### src/rtl/uart_pkg.sv
// Shared UART definitions used by both the transmit and receive paths.
// Latency: n/a (types and constants only).
// Backpressure: n/a.
package uart_pkg;

    // Baud timer ticks per bit period; receiver and transmitter both count these.
    localparam int OVERSAMPLE = 16;

    typedef enum logic [2:0] {
        IDLE  = 3'd0,
        FETCH = 3'd1,
        START = 3'd2,
        DATA  = 3'd3,
        STOP  = 3'd4
    } state_t;

    function automatic int max_int(input int a, input int b);
        return (a > b) ? a : b;
    endfunction

endpackage

### src/rtl/uart_tx_fifo.sv
// UART serial transmitter: pops one byte per frame from the TX FIFO and shifts it out LSB first.
// Latency: read_en to start bit is 2 clocks; a frame is (1+D_bit)*16 + stop_tick s_tick pulses.
// Backpressure: pops only in IDLE while the FIFO is non-empty; a frame in flight always completes.
//
// Ports:
//   clk      system clock, rising edge
//   rst      synchronous active-high reset
//   s_tick   one-cycle baud tick, 16 per bit period
//   empty    TX FIFO empty flag
//   data_in  TX FIFO read data, valid the cycle after read_en
//   read_en  FIFO pop strobe (combinational, one cycle per byte)
//   tx       registered serial line, idle high
//   tx_done  one-cycle pulse in the first IDLE cycle after a frame
module uart_tx_fifo
    import uart_pkg::*;
#(
    parameter int D_bit     = 8,
    parameter int stop_tick = 16
) (
    input  logic             clk,
    input  logic             rst,
    input  logic             s_tick,
    input  logic             empty,
    input  logic [D_bit-1:0] data_in,
    output logic             read_en,
    output logic             tx,
    output logic             tx_done
);

    localparam int TICK_W = $clog2(max_int(OVERSAMPLE, stop_tick));
    localparam int BIT_W  = $clog2(D_bit);

    localparam logic [TICK_W-1:0] TICK_LAST = TICK_W'(OVERSAMPLE - 1);
    localparam logic [TICK_W-1:0] STOP_LAST = TICK_W'(stop_tick - 1);
    localparam logic [TICK_W-1:0] TICK_INC  = {{(TICK_W-1){1'b0}}, 1'b1};
    localparam logic [BIT_W-1:0]  BIT_LAST  = BIT_W'(D_bit - 1);
    localparam logic [BIT_W-1:0]  BIT_INC   = {{(BIT_W-1){1'b0}}, 1'b1};

    state_t            state;
    logic [TICK_W-1:0] tick;
    logic [BIT_W-1:0]  bit_cnt;
    logic [D_bit-1:0]  shift;
    logic [D_bit-1:0]  shift_nxt;

    // Gated by rst so a FIFO entry is never consumed while the block is held in reset.
    assign read_en   = (state == IDLE) && !empty && !rst;
    assign shift_nxt = shift >> 1;

    // tx is registered and written on state transitions, so the line changes on the
    // same edge that consumes the last tick of the previous bit.
    always_ff @(posedge clk) begin
        if (rst) begin
            state   <= IDLE;
            tx      <= 1'b1;
            tx_done <= 1'b0;
            tick    <= '0;
            bit_cnt <= '0;
            shift   <= '0;
        end else begin
            tx_done <= 1'b0;
            case (state)
                IDLE: begin
                    tx <= 1'b1;
                    if (read_en) begin
                        state <= FETCH;
                    end
                end

                // FIFO read data is valid now; the start bit goes out on this edge.
                FETCH: begin
                    shift <= data_in;
                    tick  <= '0;
                    tx    <= 1'b0;
                    state <= START;
                end

                START: begin
                    if (s_tick) begin
                        if (tick == TICK_LAST) begin
                            tick    <= '0;
                            bit_cnt <= '0;
                            tx      <= shift[0];
                            state   <= DATA;
                        end else begin
                            tick <= tick + TICK_INC;
                        end
                    end
                end

                DATA: begin
                    if (s_tick) begin
                        if (tick == TICK_LAST) begin
                            tick  <= '0;
                            shift <= shift_nxt;
                            if (bit_cnt == BIT_LAST) begin
                                tx    <= 1'b1;
                                state <= STOP;
                            end else begin
                                bit_cnt <= bit_cnt + BIT_INC;
                                tx      <= shift_nxt[0];
                            end
                        end else begin
                            tick <= tick + TICK_INC;
                        end
                    end
                end

                STOP: begin
                    if (s_tick) begin
                        if (tick == STOP_LAST) begin
                            tick    <= '0;
                            tx_done <= 1'b1;
                            state   <= IDLE;
                        end else begin
                            tick <= tick + TICK_INC;
                        end
                    end
                end

                default: begin
                    tx    <= 1'b1;
                    state <= IDLE;
                end
            endcase
        end
    end

endmodule

### config.mk
export PLATFORM = sky130hd
export DESIGN_NAME = uart_tx_fifo
export DESIGN_NICKNAME = d
export VERILOG_FILES = /design/src/rtl/uart_pkg.sv /design/src/rtl/uart_tx_fifo.sv
export SDC_FILE = /design/constraint.sdc
export NUM_CORES = 1
export LEC_CHECK = 0
export BUFFER_PORTS_ARGS = -buffer_cell sky130_fd_sc_hd__buf_2
export CORE_ASPECT_RATIO = 1.25
export CORE_MARGIN = 3
export CORE_UTILIZATION = 55
export DETAILED_ROUTE_END_ITERATION = 8
export PLACE_DENSITY = 0.76
export REMOVE_ABC_BUFFERS = 1
export SYNTH_ARGS = -nofsm -noshare
export SYNTH_HDL_FRONTEND = slang
export SYNTH_SLANG_ARGS = --single-unit
### constraint.sdc
create_clock -name clk -period 2.7 [get_ports clk]
set_clock_uncertainty 0.1 [all_clocks]
set_input_delay 0.54 -clock clk [delete_from_list [all_inputs] [get_ports clk]]
set_output_delay 0.54 -clock clk [all_outputs]
set_load 0.02 [all_outputs]
==> results.cfg, run 1 <==
[final_layout]
fillers = 171
num_antenna_cells = 0
area_growth_pct = 7.197
final_layout_size_suffix_gt1_frac = 0.2174
layout.nets = 154
fin_cells = 158

[logic_synthesis]
synth-seq-area-share = 0.3437
yosys_warnings = 0
syn_area_per_cell_um2 = 9.030
netlist_instances = 129
synth_top_cell_area_share = 0.3437
synth_edf_count = 0
ys_dominant_reg_cell = dfxtp_1
synth_area_leader_cell = dfxtp_1
yosysUniqueCellTypes = 43
ys_async_sr_fraction = 0
synth_seq_cells = 20
syn_area_um2 = 1165
synth.area.top_cells = dfxtp_1 (34%), mux2i_1 (8.6%), a21oi_1 (3.4%)

[drt]
postRouteAntennaNets = 0
wl_per_cell_um = 14.36
routed_via_density = 6.108
wl_um = 2269
drt_iter0_drc = 21
drc = 0
vias = 965
first_pass_iters = 4

[global_route]
grt_use_total = 0.1996
grt_pass1_vias = 925
antenna_found_initial = 0
overflow = 0
grt_max_degree = 21
grt_pass1_wl_um = 4036

[floorplan]
dieArea_um2 = 2710
io_pins = 15
core_um2 = 2004
start_util = 0.5811
rows = 18
die-width_um = 47.16
die_y_um = 57.46

[cts]
cts-hold-fix-buffers = 0
insertion_delay_ps = 300
cts_tree = built
clkTransAtPathRegs_ps = 110
clock_path_buffers = 2
cts_setup_buffers = 0
cts_resized = 0
cts_root_buf = clkbuf_4
cts_buffers = 3
cts-htree-levels = 1
clkSinkCount = 20

[place]
dp.cells = 154
io_buffers = 14
finalWeightedCongestion = 0.7875
post-dp-hpwl_um = 1600

[timing]
worst_slew_pin_slew_ps = 642.7
setup_viol = 0
fin_crit_ps = 2233
min_period_over_period = 0.8271
hold_viol = 0
timing.setup.tns_ps = 0
finalMaxSlewViolations = 0
rsz0062_at_grt = no
max_slew_margin = 0.5690
max_freq_ghz = 0.4478

[critical_path]
cp.arrival_ps = 1590
path_max_fanout = 13
cp-startpoint = state[2]$_SDFFE_PP0P_
start_kind = flip-flop
worstSetupPathType = flip-flop to primary output
end_kind = primary output
worstPathRequired_ps = 2060
rr_startpoint = tick[0]$_SDFFE_PP0P_

[pwr]
peakVddDrop_mv = 0.4329
power_uw = 957.8
leakagePower_uw = 0.0005084
p_per_area_nw_per_um2 = 767.0

[worst_hold_path]
worstHoldStart = shift[7]$_SDFFE_PP0P_
hold_path.class = flip-flop to flip-flop

[run_status]
status = finished, final reports clean

[run]
drv_cap = 0
cells by family (layout without fill, tap and decap cells):
family                   Yosys count  count (layout)  share of synthesized area
adder cells (fa/ha/maj)            4               4                    0.04082
flip-flops                        20              20                     0.3437
buffers and inverters             15              24                    0.06659
multiplexers                      11              11                    0.09560
AND/OR/NAND/NOR                   44              44                     0.2202
AO/OA/AOI/OAI                     35              35                     0.2331
path summary, 6_finish.rpt:
kind                                              end  slack [ps]  depth (start not counted)
worst max register to register  shift[2]$_SDFFE_PP0P_         580                          5
worst min register to register  shift[7]$_SDFFE_PP0P_         400                          2
worst min-delay path            shift[7]$_SDFFE_PP0P_         400                          2
worst max-delay path                          read_en         470                          3
final cells by class:
type / instances / area [µm²] / share of cell area
multi-input cells: 94 / 686.9 / 0.5501
clock buffers: 4 / 36.28 / 0.02906
flip-flops and latches: 20 / 400.4 / 0.3206
inverters: 4 / 15.01 / 0.01202
well taps: 20 / 25.02 / 0.02004
repair buffers: 16 / 85.08 / 0.06814
power breakdown:
| part | total (µW) | switching (µW) | leakage (µW) | internal (µW) |
|---|---|---|---|---|
| combinational | 357 | 197 | 0.000324 | 160 |
| sequential | 428 | 66.0 | 0.000163 | 362 |
| clock | 173 | 90.8 | 0.0000210 | 82.3 |
| total | 958 | 353 | 0.000508 | 604 |
per-stage QoR:
step                worst slack [ps]  instance area (µm²)  hold WS, ps    util
floorplan                      629.1                 1102        339.4       -
global placement               696.9                 1212        361.5  0.6049
detailed placement             635.3                 1212        376.0  0.6049
CTS                            451.7                 1249        402.9  0.6230
global route                   336.1                 1249        408.7  0.6230
finish                         466.8                 1249        399.5  0.6230
routing by layer:
metal | vias to the layer above | share of wire | global-route usage
met5 | - | 0 | 0
met4 | 0 | 0.019 | 0.07510
met3 | 7 | 0.033 | 0.05363
met2 | 20 | 0.48 | 0.3126
met1 | 445 | 0.47 | 0.2548
li1 | 493 | - | -
cell usage in the layout (no fill, tap or decap), types with 4 or more instances in the layout:
cell type  synthesis  layout
o21ai_0            6       6
inv_1              4       4
nand2_1            6       6
nand3_1            4       4
dfxtp_1           20      20
a211oi_1           5       5
a21oi_1            8       8
buf_2              2      14
nor2_1            10      10
nand2b_1           5       5
mux2i_1           10      10
critical path: stages, from the launching register on:
cell	delay, ps
dfxtp_1	470
nor3_1	420
nor3b_1	210
buf_2	190
synth_stat cells (2+ instances only):
library cell	number
nor3_1	2
ha_1	3
a21oi_1	8
dfxtp_1	20
nor2_1	10
nand2b_1	5
nor3b_1	2
o21ai_0	6
buf_1	2
nand2_1	6
nand4_1	3
inv_1	4
a211oi_2	3
a31oi_1	3
buf_2	2
buf_4	3
a211oi_1	5
clkbuf_1	3
mux2i_1	10
nand3_1	4
nor2b_1	3
registers in the layout, indices dropped and copies added, names as in the netlist:
register  cells
shift         8
state         3
bit_cnt       3
tick          4
tx_done       1
tx            1
Power figures use the tool's default switching activity.
==> inputs of run 2 (changes only) <==
--- a/config.mk
+++ b/config.mk
@@ -8,9 +8,9 @@
 export BUFFER_PORTS_ARGS = -buffer_cell sky130_fd_sc_hd__buf_2
 export CORE_ASPECT_RATIO = 1.25
 export CORE_MARGIN = 3
-export CORE_UTILIZATION = 55
+export CORE_UTILIZATION = 50
 export DETAILED_ROUTE_END_ITERATION = 8
-export PLACE_DENSITY = 0.76
+export PLACE_DENSITY = 0.73
 export REMOVE_ABC_BUFFERS = 1
 export SYNTH_ARGS = -nofsm -noshare
 export SYNTH_HDL_FRONTEND = slang
==> constraint.sdc (replaced) <==
create_clock -name clk -period 1.88 [get_ports clk]
set_clock_uncertainty 0.1 [all_clocks]
set_input_delay 0.376 -clock clk [delete_from_list [all_inputs] [get_ports clk]]
set_output_delay 0.376 -clock clk [all_outputs]
set_load 0.02 [all_outputs]
==> run 2 against run 1 <==
Routed wire length increased by 3.4%. Final area increased by 7.1%. Clock-buffer cell count decreased by 1. Sequential share of layout area decreased by 1.9 points. Via count increased by 4.0%. Register-to-register slack got worse by 490 ps. Setup slack got worse by 380 ps. Global-route usage decreased by 2.1 points. Non-clock buffer count increased by 10. Combinational power increased by 63%. Critical path type is now flip-flop to flip-flop. Critical endpoint is now state[0]$_SDFFE_PP0P_.
==> results.cfg, run 2 (synthesized netlist as in run 1, its figures left out) <==
[final_layout]
num_antenna_cells = 0
fin_area_um2 = 1338
multi_input_area_um2 = 699.4
layout.nets = 164
largest_reg_flops = 8
fillers = 198
final_common_cell = dfxtp_1
largest-register = shift
mostFrequentLayoutCells = dfxtp_1 (18), buf_2 (14), buf_4 (12)
final_layout_size_suffix_gt1_frac = 0.2925
seq_area_um2 = 402.9
reg_top3 = shift (8), tick (4)
area_growth_pct = 14.82

[floorplan]
core_um2 = 2095
rows = 18
die-width_um = 49.17
io_pins = 15
die_y_um = 59.97
start_util = 0.5562
dieArea_um2 = 2948

[global_route]
overflow = 0
grt_pass1_wl_um = 4167
grt_max_degree = 22
grt_use_total = 0.1787
antenna_found_initial = 0
grt_pass1_vias = 981

[drt]
wl_met3_um = 82
met1_length_um = 1144
vias = 1004
wl_um = 2346
wl_per_cell_um = 13.25
first_pass_iters = 4
routed_via_density = 5.672
postRouteAntennaNets = 0
drc = 0
top_layer = met4
drt_iter0_drc = 28
wl_met2_um = 1106

[critical_path]
worstPathRequired_ps = 1970
start_kind = flip-flop
path_cells = ha_1, ha_1, o21ai_0, a21oi_2, mux2_1
critPathSlowestCell = dfxtp_1
path_common_cell = ha_1
path_buf_inv = 0
cp_top_family = adder cells
critical_path.max_stage_delay_ps = 390
cp.arrival_ps = 1880
worstSetupPathType = flip-flop to flip-flop
end_kind = flip-flop
path_max_fanout = 9

[run]
drv_cap = 0

[cts]
clock_path_buffers = 2
cts_root_buf = clkbuf_4
clkTransAtPathRegs_ps = 110
clkSinkCount = 20
cts-htree-levels = 1
cts_buffers = 3
cts-hold-fix-buffers = 0
insertion_delay_ps = 290
cts_tree = built

[timing]
timing.setup.tns_ps = 0
finalMaxSlewViolations = 0
hold_viol = 0
worst_slew_pin_slew_ps = 434.1
fin_crit_ps = 1790
max_slew_margin = 0.7095
setup_viol = 0
min_period_over_period = 0.9521
max_freq_ghz = 0.5587

[worst_hold_path]
hold_path.class = input port to flip-flop

[run_status]
status = finished, final reports clean

[pwr]
seqPwrFrac = 0.440
p_switching_uw = 511.0
power_uw = 1388
pwr-share-clk = 0.140
switching_share = 0.3682
power.internal_uw = 876.9
p_per_area_nw_per_um2 = 1038
p_comb_frac = 0.420
peakVddDrop_mv = 0.5755
leakagePower_uw = 0.0005615

[place]
finalWeightedCongestion = 0.8068
post-dp-hpwl_um = 1715
place_area_um2 = 1300
io_buffers = 14
==> run 2: changes by cell type in the layout (fill, tap and decap cells not counted), sizes merged <==
cell	delta
clkbuf	-1
buf	+10
==> run 2: per-layer routing <==
metal,GRT usage,vias up
li1,-,518
met1,0.2301,464
met2,0.3027,20
met3,0.02993,2
met4,0.06098,0
met5,0,-
==> run 2: worst paths after layout <==
path | start | end | slack (ps) | cells after the start
worst max-delay path | bit_cnt[0]$_SDFFE_PP0P_ | state[0]$_SDFFE_PP0P_ | 90 | 5
worst min-delay path | data_in[7] | shift[7]$_SDFFE_PP0P_ | 250 | 3
worst max register to register | bit_cnt[0]$_SDFFE_PP0P_ | state[0]$_SDFFE_PP0P_ | 90 | 5
worst min register to register | shift[7]$_SDFFE_PP0P_ | shift[7]$_SDFFE_PP0P_ | 390 | 2
==> run 2: area by class of cell <==
class | instances | area share
Tap cell | 30 | 0.02806
Inverter | 4 | 0.01123
Sequential cell | 20 | 0.3012
Multi-Input combinational cell | 94 | 0.5229
Timing Repair Buffer | 26 | 0.1197
Clock buffer | 3 | 0.01684
==> run 2: repair_timing <==
item | in CTS | in global routing
setup buffers | 0 | 0
setup endpoints to repair | 0 | 3
gates resized for setup | 0 | 4
==> run 2: tightest hold or removal path: cells and delay by family <==
kind            cells  cell delay [ps]
compound gates      1               60
buf+inv             1              100
simple gates        1               70
==> run 2: power groups by stage <==
stage / registers [µW] / logic (µW) / clock network, µW
3_5_place_dp: 616 / 578 / 0
2_1_floorplan: 638 / 362 / 0
6_report: 611 / 583 / 194
4_1_cts: 607 / 581 / 201
3_3_place_gp: 613 / 561 / 0
5_1_grt: 628 / 646 / 219
==> run 2: metrics by stage <==
stage,setup slack [ps],instances,utilization,hold WS (ps)
after floorplan,66.99,118,-,339.4
after global placement,184.5,174,0.6207,363.8
after detailed placement,112.8,174,0.6207,367.0
after CTS,52.50,177,0.6314,241.9
after global routing,-21.59,177,0.6386,238.7
final,90.02,177,0.6386,252.3
